## config.mk

```make
export PLATFORM = sky130hd
export DESIGN_NAME = mdu_rs
export DESIGN_NICKNAME = d
export VERILOG_FILES = /design/src/rtl/mdu_rs_pkg.sv /design/src/rtl/mdu_rs_wakeup.sv /design/src/rtl/mdu_rs.sv
export SDC_FILE = /design/constraint.sdc
export NUM_CORES = 2
export LEC_CHECK = 0
export ABC_AREA = 0
export CORE_UTILIZATION = 30
export DETAILED_ROUTE_END_ITERATION = 12
export GPL_ROUTABILITY_DRIVEN = 0
export RECOVER_POWER = 100
export SETUP_SLACK_MARGIN = 0.2
export SYNTH_ARGS = -nofsm -noshare
export SYNTH_HDL_FRONTEND = slang
export SYNTH_SLANG_ARGS = --single-unit
```

## constraint.sdc

```tcl
create_clock -name clk -period 5.2 [get_ports clk]
set_input_delay 1.04 -clock clk [delete_from_list [all_inputs] [get_ports clk]]
set_output_delay 1.04 -clock clk [all_outputs]
set_load 0.01 [all_outputs]
```

## src/rtl/mdu_rs_pkg.sv

```systemverilog
// Shared types for the multiply/divide reservation station: micro-op,
// CDB writeback packet and the RS entry wrapper.
package mdu_rs_pkg;

  localparam int XLEN         = 32;
  localparam int TAG_WIDTH    = 6;
  localparam int MDU_RS_DEPTH = 4;
  localparam int CDB_PORTS    = 2;

  typedef enum logic [2:0] {
    MDU_MUL, MDU_MULH, MDU_MULHSU, MDU_MULHU,
    MDU_DIV, MDU_DIVU, MDU_REM,    MDU_REMU
  } mdu_op_e;

  typedef struct packed {
    logic                 is_renamed;
    logic [TAG_WIDTH-1:0] tag;
    logic [XLEN-1:0]      data;
  } src_operand_t;

  typedef struct packed {
    logic                 is_valid;
    mdu_op_e              op;
    logic [TAG_WIDTH-1:0] dest_tag;
    src_operand_t         src1;
    src_operand_t         src2;
  } instruction_t;

  typedef struct packed {
    logic                 is_valid;
    logic [TAG_WIDTH-1:0] dest_tag;
    logic [XLEN-1:0]      result;
  } writeback_packet_t;

  typedef struct packed {
    logic         valid;
    instruction_t instr;
  } rs_entry_t;

endpackage

```

## src/rtl/mdu_rs_wakeup.sv

```systemverilog
// One source operand compared against every CDB port; returns the operand
// with the broadcast result captured and a hit flag.
module rs_wakeup import mdu_rs_pkg::*; #(
  parameter int PORTS = 2
) (
  input  src_operand_t                  src_i,
  input  writeback_packet_t [PORTS-1:0] cdb_i,
  output src_operand_t                  src_o,
  output logic                          hit_o
);

  always_comb begin
    src_o = src_i;
    hit_o = 1'b0;
    // descending scan so the lowest-index matching port lands last
    for (int p = PORTS - 1; p >= 0; p--) begin
      if (src_i.is_renamed && cdb_i[p].is_valid && cdb_i[p].dest_tag == src_i.tag) begin
        src_o.data       = cdb_i[p].result;
        src_o.is_renamed = 1'b0;
        hit_o            = 1'b1;
      end
    end
  end

endmodule

```

## src/rtl/mdu_rs.sv

```systemverilog
// Age-ordered collapsing reservation station feeding the MDU.
// MDU_RS_WAKEUP_BYPASS_EN: same-cycle CDB wakeup counts as ready for select.
module mdu_rs import mdu_rs_pkg::*; #(
  parameter int DEPTH     = MDU_RS_DEPTH,
  parameter int CDB_PORTS = mdu_rs_pkg::CDB_PORTS
) (
  input  logic                              clk,
  input  logic                              rst_n,
  input  logic                              flush,
  output logic                              rs_rdy,
  input  instruction_t                      dispatch_packet,
  input  writeback_packet_t [CDB_PORTS-1:0] cdb_bus,
  input  logic                              mdu_rdy,
  output instruction_t                      mdu_packet
);

  localparam int IDX_W = (DEPTH > 1) ? $clog2(DEPTH) : 1;
  localparam int CNT_W = $clog2(DEPTH + 1);

  rs_entry_t    [DEPTH-1:0] ent_q, ent_d;
  logic         [CNT_W-1:0] count_q, count_d;
  src_operand_t [DEPTH-1:0] s1_w, s2_w;
  logic         [DEPTH-1:0] s1_hit, s2_hit, rdy;
  instruction_t [DEPTH-1:0] woken;
  rs_entry_t    [DEPTH:0]   nxt;
  src_operand_t             d1_w, d2_w;
  logic                     d1_hit, d2_hit;
  instruction_t             disp_w;
  logic                     sel_found, issue, accept;
  logic         [IDX_W-1:0] sel_idx;
  logic         [CNT_W-1:0] alloc;

  for (genvar i = 0; i < DEPTH; i++) begin : g_ent
    rs_wakeup #(.PORTS(CDB_PORTS)) u_wk_s1 (
      .src_i(ent_q[i].instr.src1), .cdb_i(cdb_bus), .src_o(s1_w[i]), .hit_o(s1_hit[i]));
    rs_wakeup #(.PORTS(CDB_PORTS)) u_wk_s2 (
      .src_i(ent_q[i].instr.src2), .cdb_i(cdb_bus), .src_o(s2_w[i]), .hit_o(s2_hit[i]));
  end

  rs_wakeup #(.PORTS(CDB_PORTS)) u_wk_d1 (
    .src_i(dispatch_packet.src1), .cdb_i(cdb_bus), .src_o(d1_w), .hit_o(d1_hit));
  rs_wakeup #(.PORTS(CDB_PORTS)) u_wk_d2 (
    .src_i(dispatch_packet.src2), .cdb_i(cdb_bus), .src_o(d2_w), .hit_o(d2_hit));

  always_comb begin
    disp_w      = dispatch_packet;
    disp_w.src1 = d1_hit ? d1_w : dispatch_packet.src1;
    disp_w.src2 = d2_hit ? d2_w : dispatch_packet.src2;
    nxt         = '0;
    for (int i = 0; i < DEPTH; i++) begin
      woken[i]      = ent_q[i].instr;
      woken[i].src1 = s1_hit[i] ? s1_w[i] : ent_q[i].instr.src1;
      woken[i].src2 = s2_hit[i] ? s2_w[i] : ent_q[i].instr.src2;
      nxt[i].valid  = ent_q[i].valid;
      nxt[i].instr  = woken[i];
`ifdef MDU_RS_WAKEUP_BYPASS_EN
      rdy[i] = ent_q[i].valid && !woken[i].src1.is_renamed && !woken[i].src2.is_renamed;
`else
      rdy[i] = ent_q[i].valid && !ent_q[i].instr.src1.is_renamed &&
               !ent_q[i].instr.src2.is_renamed;
`endif
    end
  end

  always_comb begin
    sel_found = 1'b0;
    sel_idx   = '0;
    for (int i = DEPTH - 1; i >= 0; i--) begin
      if (rdy[i]) begin
        sel_found = 1'b1;
        sel_idx   = IDX_W'(i);
      end
    end
  end

  assign issue  = mdu_rdy && sel_found && !flush;
  assign rs_rdy = rst_n && (count_q != CNT_W'(DEPTH));
  assign accept = dispatch_packet.is_valid && rs_rdy && !flush;
  assign alloc  = count_q - CNT_W'(issue);

  always_comb begin
    mdu_packet = '0;
    if (sel_found) begin
`ifdef MDU_RS_WAKEUP_BYPASS_EN
      mdu_packet = woken[sel_idx];
`else
      mdu_packet = ent_q[sel_idx].instr;
`endif
      mdu_packet.is_valid = issue;
    end
  end

  // Collapse above the issued slot, then append the dispatch behind the survivors.
  always_comb begin
    ent_d   = ent_q;
    count_d = count_q - CNT_W'(issue) + CNT_W'(accept);
    for (int i = 0; i < DEPTH; i++) begin
      ent_d[i] = (issue && i >= int'(sel_idx)) ? nxt[i+1] : nxt[i];
      if (accept && i == int'(alloc)) begin
        ent_d[i].valid = 1'b1;
        ent_d[i].instr = disp_w;
      end
    end
    if (flush) begin
      ent_d   = '0;
      count_d = '0;
    end
  end

  always_ff @(posedge clk or negedge rst_n) begin
    if (!rst_n) begin
      ent_q   <= '0;
      count_q <= '0;
    end else begin
      ent_q   <= ent_d;
      count_q <= count_d;
    end
  end

endmodule

```

======== Word-level counts from Yosys, hierarchy flattened ========
Cells that the tools add are included.
word-level totals
  bits in registers ....................... 359
  input port bits ......................... 170
  word-level logic and storage cells ...... 242
operators by class
  add/sub/neg operators ................... 2
  $lt $le $gt $ge ......................... 4
  equal/unequal tests ..................... 24
  muxes and demuxes ....................... 91
  reduce and logical (&&, ||, !) cells .... 80
operators with widths
  kind                                                                                number
  89-bit 2-to-1 mux                                                                   8
  32-bit 2-to-1 mux                                                                   20
  39-bit 2-to-1 mux                                                                   10
  356-bit 2-to-1 mux                                                                  1
  89-bit binary-select mux with 2-bit select                                          1
  6-bit == test                                                                       20
  88-bit 2-to-1 mux                                                                   1
  87-bit 2-to-1 mux                                                                   1
  1-bit logical AND                                                                   60
  1-bit 2-to-1 mux                                                                    44
  3-bit nonzero test                                                                  4
  5-bit nonzero test                                                                  2
  1-bit zero test                                                                     9
  2-bit 2-to-1 mux                                                                    4
  4-bit nonzero test                                                                  2
  3-bit == test, first input constant                                                 2
  1-bit by 2-bit greater-or-equal comparator with 1-bit output, first input constant  2
  2-bit AND reduction                                                                 2
  3-bit by 1-bit adder with 3-bit output                                              1
  2-bit by 3-bit == test with 1-bit output, first input constant                      1
  3-bit zero test                                                                     1
  2-bit by 3-bit < comparator with 1-bit output, second input constant                1
  3-bit 2-to-1 mux                                                                    1
  3-bit inequality test, second input constant                                        1
  2 further kinds                                                                     2

======== Depth between registers and ports, before layout ========
  word-level depth ........................ 14
  depth in mapped cells ................... 17
  gate-level depth less buffers ........... 12

======== Hierarchy ========
A second synthesis with hierarchy kept.
unflattened totals
  cells, all modules ...................... 4699
  area, all modules ....................... 35617.9 µm²
by module, submodules not included
  module     instances  cells an instance  area each (µm²)  sequential area each (µm²)
  mdu_rs     1          2869               25383.1          8883.5
  rs_wakeup  10         183                1023.5           0.0

======== Worst setup path before layout ========
OpenSTA, ideal clock, no wires.
  path kind ............................... reg-to-reg
  start ................................... register ent_q[255] (netlist bit)
  end ..................................... register ent_q[61] (netlist bit)
  library setup time ...................... 0.129 ns
  arrival ................................. 3.663 ns
  data required time ...................... 5.071 ns
  path slack .............................. 1.408 ns
  stages on the path, launching flop included .. 17
  buffers on the path ..................... 4
  period minus slack after synthesis ...... 3.792 ns
  cells stage by stage .................... dfrtp_1 clkbuf_1 or3b_2 nand2b_1 nor3_1 clkbuf_1 nor2_1 ha_1 ha_1 xor2_1 nor4_2 or3_1 nor3_1 or3_1 clkbuf_1 buf_2 o31ai_1
between the ends
  cells in the longest elaborated chain, start to end .. 13
  elaborated cells on any way between the ends .. 22
ends and longest elaborated chain
  element                                                                     line           source
  start: declaration                                                          mdu_rs.sv:20   rs_entry_t [DEPTH-1:0] ent_q, ent_d;
  start signal: assignment                                                    mdu_rs.sv:115  ent_q <= ent_d;
  1-bit zero test *                                                           mdu_rs.sv:59   rdy[i] = ent_q[i].valid && !ent_q[i].instr.src1.is_renamed &&
  1-bit logical AND * (2 in series)                                           mdu_rs.sv:59
  1-bit 2-to-1 mux (3 in series)                                              mdu_rs.sv:69   if (rdy[i]) begin
  1-bit logical AND (2 in series)                                             mdu_rs.sv:76   assign issue = mdu_rdy && sel_found && !flush;
  3-bit by 1-bit subtractor with 3-bit output                                 mdu_rs.sv:79   assign alloc = count_q - CNT_W'(issue);
  3-bit zero test                                                             mdu_rs.sv:99   if (accept && i == int'(alloc)) begin
  1-bit logical AND                                                           mdu_rs.sv:99
  5-bit nonzero test (no line), or another cell as far along                  n/a
  2-bit AND reduction (no line) / 356-bit 2-to-1 mux (equally long branches)  n/a
Every way passes the cells marked *; elsewhere a longest branch is shown, timed or not. The select of a mux whose other input is x is not followed.
A chain may end at the register's enable or synchronous reset.

======== Final worst setup path ========
  start ................................... register ent_q[266] (netlist bit)
  end ..................................... register ent_q[342] (netlist bit)
between the ends
  cells in the longest elaborated chain, start to end .. 12
  elaborated cells on any way between the ends .. 13
ends and longest elaborated chain
  element                                      line           source
  1-bit logical AND * (2 in series)            mdu_rs.sv:59
  1-bit 2-to-1 mux * (3 in series)             mdu_rs.sv:69
  1-bit logical AND * (2 in series)            mdu_rs.sv:76
  3-bit by 1-bit subtractor with 3-bit output  mdu_rs.sv:79
  3-bit == test                                mdu_rs.sv:99
  1-bit logical AND                            mdu_rs.sv:99
  89-bit 2-to-1 mux *                          mdu_rs.sv:99
  356-bit 2-to-1 mux *                         mdu_rs.sv:104  if (flush) begin
Marks and branches as above.

==> results.sh <==
export IMPL_die_w_um=309
export IMPL_leakagePower_nw=12.8
export IMPL_finalNetCount=3696
export IMPL_grt_first_pass_wirelength_um=202000
export IMPL_synthAdderAreaFrac=0.00177
export IMPL_status="finished, violations left"
export IMPL_die_h_um=309
export IMPL_dp_slack_ns=0.771
export IMPL_highest_layer="met5"
export IMPL_reg2reg_depth=14
export IMPL_rsz0062_at_grt="no"
export IMPL_io_pins=259
export IMPL_synthMuxAreaShare=0.0698
export IMPL_area_delta_synth_final_pct=17.1
export IMPL_reg2reg_slack_ns=0.30
export IMPL_start_util=0.303
export IMPL_worst_setup_path_start_kind="flip-flop"
export IMPL_peakVddDrop_mv=0.211
export IMPL_vias_per_cell=6.49
export IMPL_clock_fmax_mhz=204
export IMPL_p_sw_w=0.00283
export IMPL_slew_headroom=-1.05
export IMPL_synth_edff_count=0
export IMPL_min_path_type="in2async"
export IMPL_tightest_slew_ns=3.07
export IMPL_drive_gt1_frac=0.113
export IMPL_crit_arrival_ns=5.37
export IMPL_share_comb_of_total_power=0.252
export IMPL_synth_distinct_cells=73
export IMPL_first_iter_violations=3803
export IMPL_post_route_min_period_ns=4.90
export IMPL_post_cts_setup_buffers=0
export IMPL_drt_met1_wl_um=53100
export IMPL_ys_seq_area_frac=0.313
export IMPL_layout_common_cells="404 x nor2_1, 355 x dfrtp_1, 321 x nand2_1"
export IMPL_post_route_period_util=0.942
export IMPL_fillCellCount=9655
export IMPL_routed_via_count=31242
export IMPL_synth_async_reset_ratio=1.00
export IMPL_hold_viol=0
export IMPL_coreArea_sq_mm=0.0935
export IMPL_drtAntennaViolNets=0
export IMPL_syn_area_sq_mm=0.0283
export IMPL_synth_top_family_by_area="compound AO/OA/AOI/OAI gates"
export IMPL_place_hpwl_um=87000
export IMPL_die_area_sq_mm=0.0957
export IMPL_maxSlewViolCount=96
export IMPL_setup_viol=0
export IMPL_htree_levels=2
export IMPL_gr_total_overflow=0
export IMPL_avgSynthCellArea_sq_um=7.97
export IMPL_clock_skew_ns=0.0235
export IMPL_first_pass_iters=8
export IMPL_grt_start_max_net_pins=87
export IMPL_violations="capacitance limit, slew limit"
export IMPL_cts_made_buffers=43
export IMPL_synth_compound_area_share=0.312
export IMPL_root_buffer="clkbuf_16"
export IMPL_cap_violations=2
export IMPL_p_per_area_mw_per_mm2=246
export IMPL_grt_usage=0.283
export IMPL_clockPowerShare=0.377
export IMPL_place_area_sq_mm=0.0320
export IMPL_endpoint_kind="flip-flop"
export IMPL_ys_seq_elements=355
export IMPL_wl_per_cell_um=29.0
export IMPL_drc_errors=0
export IMPL_tritoncts="yes"
export IMPL_portBuffers=256
export IMPL_required_ns=5.67
export IMPL_cp_max_fo=31
export IMPL_tns_ns=0
export IMPL_rr_endpoint="ent_q[342]$_DFFE_PN0P_"
export IMPL_setup_ws_ns=0.301
export IMPL_layout_commonest_cell="nor2_1"
export IMPL_ys_flop_type="dfrtp_1"
export IMPL_rows=112
export IMPL_yosys_area_share_simple=0.187
export IMPL_rr_startpoint="ent_q[266]$_DFFE_PN0P_"
export IMPL_antenna_found_initial=14
export IMPL_clockBufferDepth=3
export IMPL_yosys_warnings=0
export IMPL_wl_met2_um=61700
export IMPL_wl_met3_um=16200
export IMPL_crit_start="ent_q[266]$_DFFE_PN0P_"
export IMPL_critical_path_class="reg2reg"
export IMPL_clock_sinks=355
export IMPL_grt_pass1_vias=29983
export IMPL_insertion_delay_ns=0.61
export IMPL_internal_power_w=0.00535
export IMPL_design_area_sq_mm=0.0332
export IMPL_synthCells=3558
export IMPL_synthXorXnorAreaFrac=0.0377
export IMPL_p_seq_frac=0.370
export IMPL_wl_um=140000
export IMPL_switching_share=0.346
export IMPL_clk_pin_slew_ns=0.07
[flip-flops by register name, indices dropped and copies added, names as in the netlist]
| register | cells |
|---|---|
| ent_q | 352 |
| count_q | 3 |
[worst max-delay path: stages (launching register included)]
cell and delay (ns):
dfrtp_1 0.38, or3b_2 0.26, nand2b_1 0.14, nor3_1 0.43, buf_4 0.53, nor2_1 0.11
ha_1 0.20, ha_1 0.18, xor2_1 0.22, or3_1 0.40, nor3_1 0.55, buf_4 0.45
nor2b_1 0.08, clkbuf_2 0.45, a22o_1 0.34
[cells by family after synthesis]
family,count (synthesis)
fa+ha+maj,4
flops,355
xor+xnor,122
simple gates,1170
other cells,1
buf+inv,542
mux,188
compound gates,1176
[area by class of cell]
| cell class | count | area, sq um | share of cell area |
|---|---|---|---|
| antenna | 7 | 17.5 | 0.000528 |
| sequential | 355 | 8880 | 0.268 |
| clock buffer | 66 | 1220 | 0.0368 |
| tap | 1254 | 1570 | 0.0473 |
| timing repair buffer | 399 | 3720 | 0.112 |
| clock inverter | 10 | 138 | 0.00415 |
| inverter | 61 | 229 | 0.00690 |
| multi-input combinational | 2662 | 17400 | 0.524 |
[synth_stat cells (11+ instances only)]
library cell,number,share of area
nor2_1,412,0.055
a22oi_1,127,0.034
xnor2_1,71,0.022
and3_1,35,0.0077
o22ai_1,43,0.0095
a22o_1,21,0.0065
a311o_1,52,0.018
nor3_1,136,0.024
inv_1,61,0.0081
a211o_1,39,0.012
mux2_2,75,0.030
nand4_1,76,0.017
nand2_1,322,0.043
a21oi_1,43,0.0076
buf_1,22,0.0029
or3_1,39,0.0086
o21ai_0,164,0.029
a31o_2,24,0.0074
dfrtp_1,355,0.31
o211ai_1,33,0.0087
buf_2,48,0.0085
o21ai_1,36,0.0064
a31oi_2,53,0.023
a211oi_1,147,0.039
o21a_1,14,0.0037
buf_4,11,0.0029
a31oi_1,98,0.022
or4_1,11,0.0029
mux2i_1,112,0.040
a32o_1,21,0.0074
clkbuf_1,390,0.052
xor2_1,51,0.016
o31ai_1,64,0.017
a21o_1,24,0.0064
nand3_1,79,0.014
o2111ai_1,22,0.0068
a311oi_1,137,0.042
[stage by stage]
stage	util	total power, W	cells	hold WS (ns)
after global placement	0.342	0.00510	4731	0.482
after CTS	0.357	0.00817	4807	0.313
after floorplan	-	0.00415	3559	0.464
after detailed placement	0.342	0.00510	4731	0.482
after global routing	0.355	0.00840	4814	0.328
final	0.355	0.00818	4814	0.319
[how the worst max path moves through the flow]
stage,end,slack (ns),cells after the start
floorplan,ent_q[61]$_DFFE_PN0P_,1.41,16
global placement,mdu_packet[29],0.79,10
detailed placement,mdu_packet[29],0.77,10
CTS,mdu_packet[29],0.23,10
global route,ent_q[352]$_DFFE_PN0P_,0.15,14
finish,ent_q[342]$_DFFE_PN0P_,0.30,14
[power groups by stage]
stage	Sequential (W)	Combinational, W	Clock, W
after floorplan	0.00304	0.00111	0
after global placement	0.00307	0.00202	0
after detailed placement	0.00307	0.00204	0
after CTS	0.00302	0.00204	0.00311
after global routing	0.00305	0.00216	0.00320
final	0.00303	0.00206	0.00309
[routing by layer]
metal	vias to the layer above	track usage
met5	-	0.000506
li1	13247	-
met2	2303	0.438
met4	6	0.160
met1	15122	0.355
met3	564	0.0747
[timing repair]
action                     in CTS  in global routing
setup endpoints to repair       1                  4
gates resized for setup         1                  2
hold buffers                    0                  0
Power figures use the tool's default switching activity.
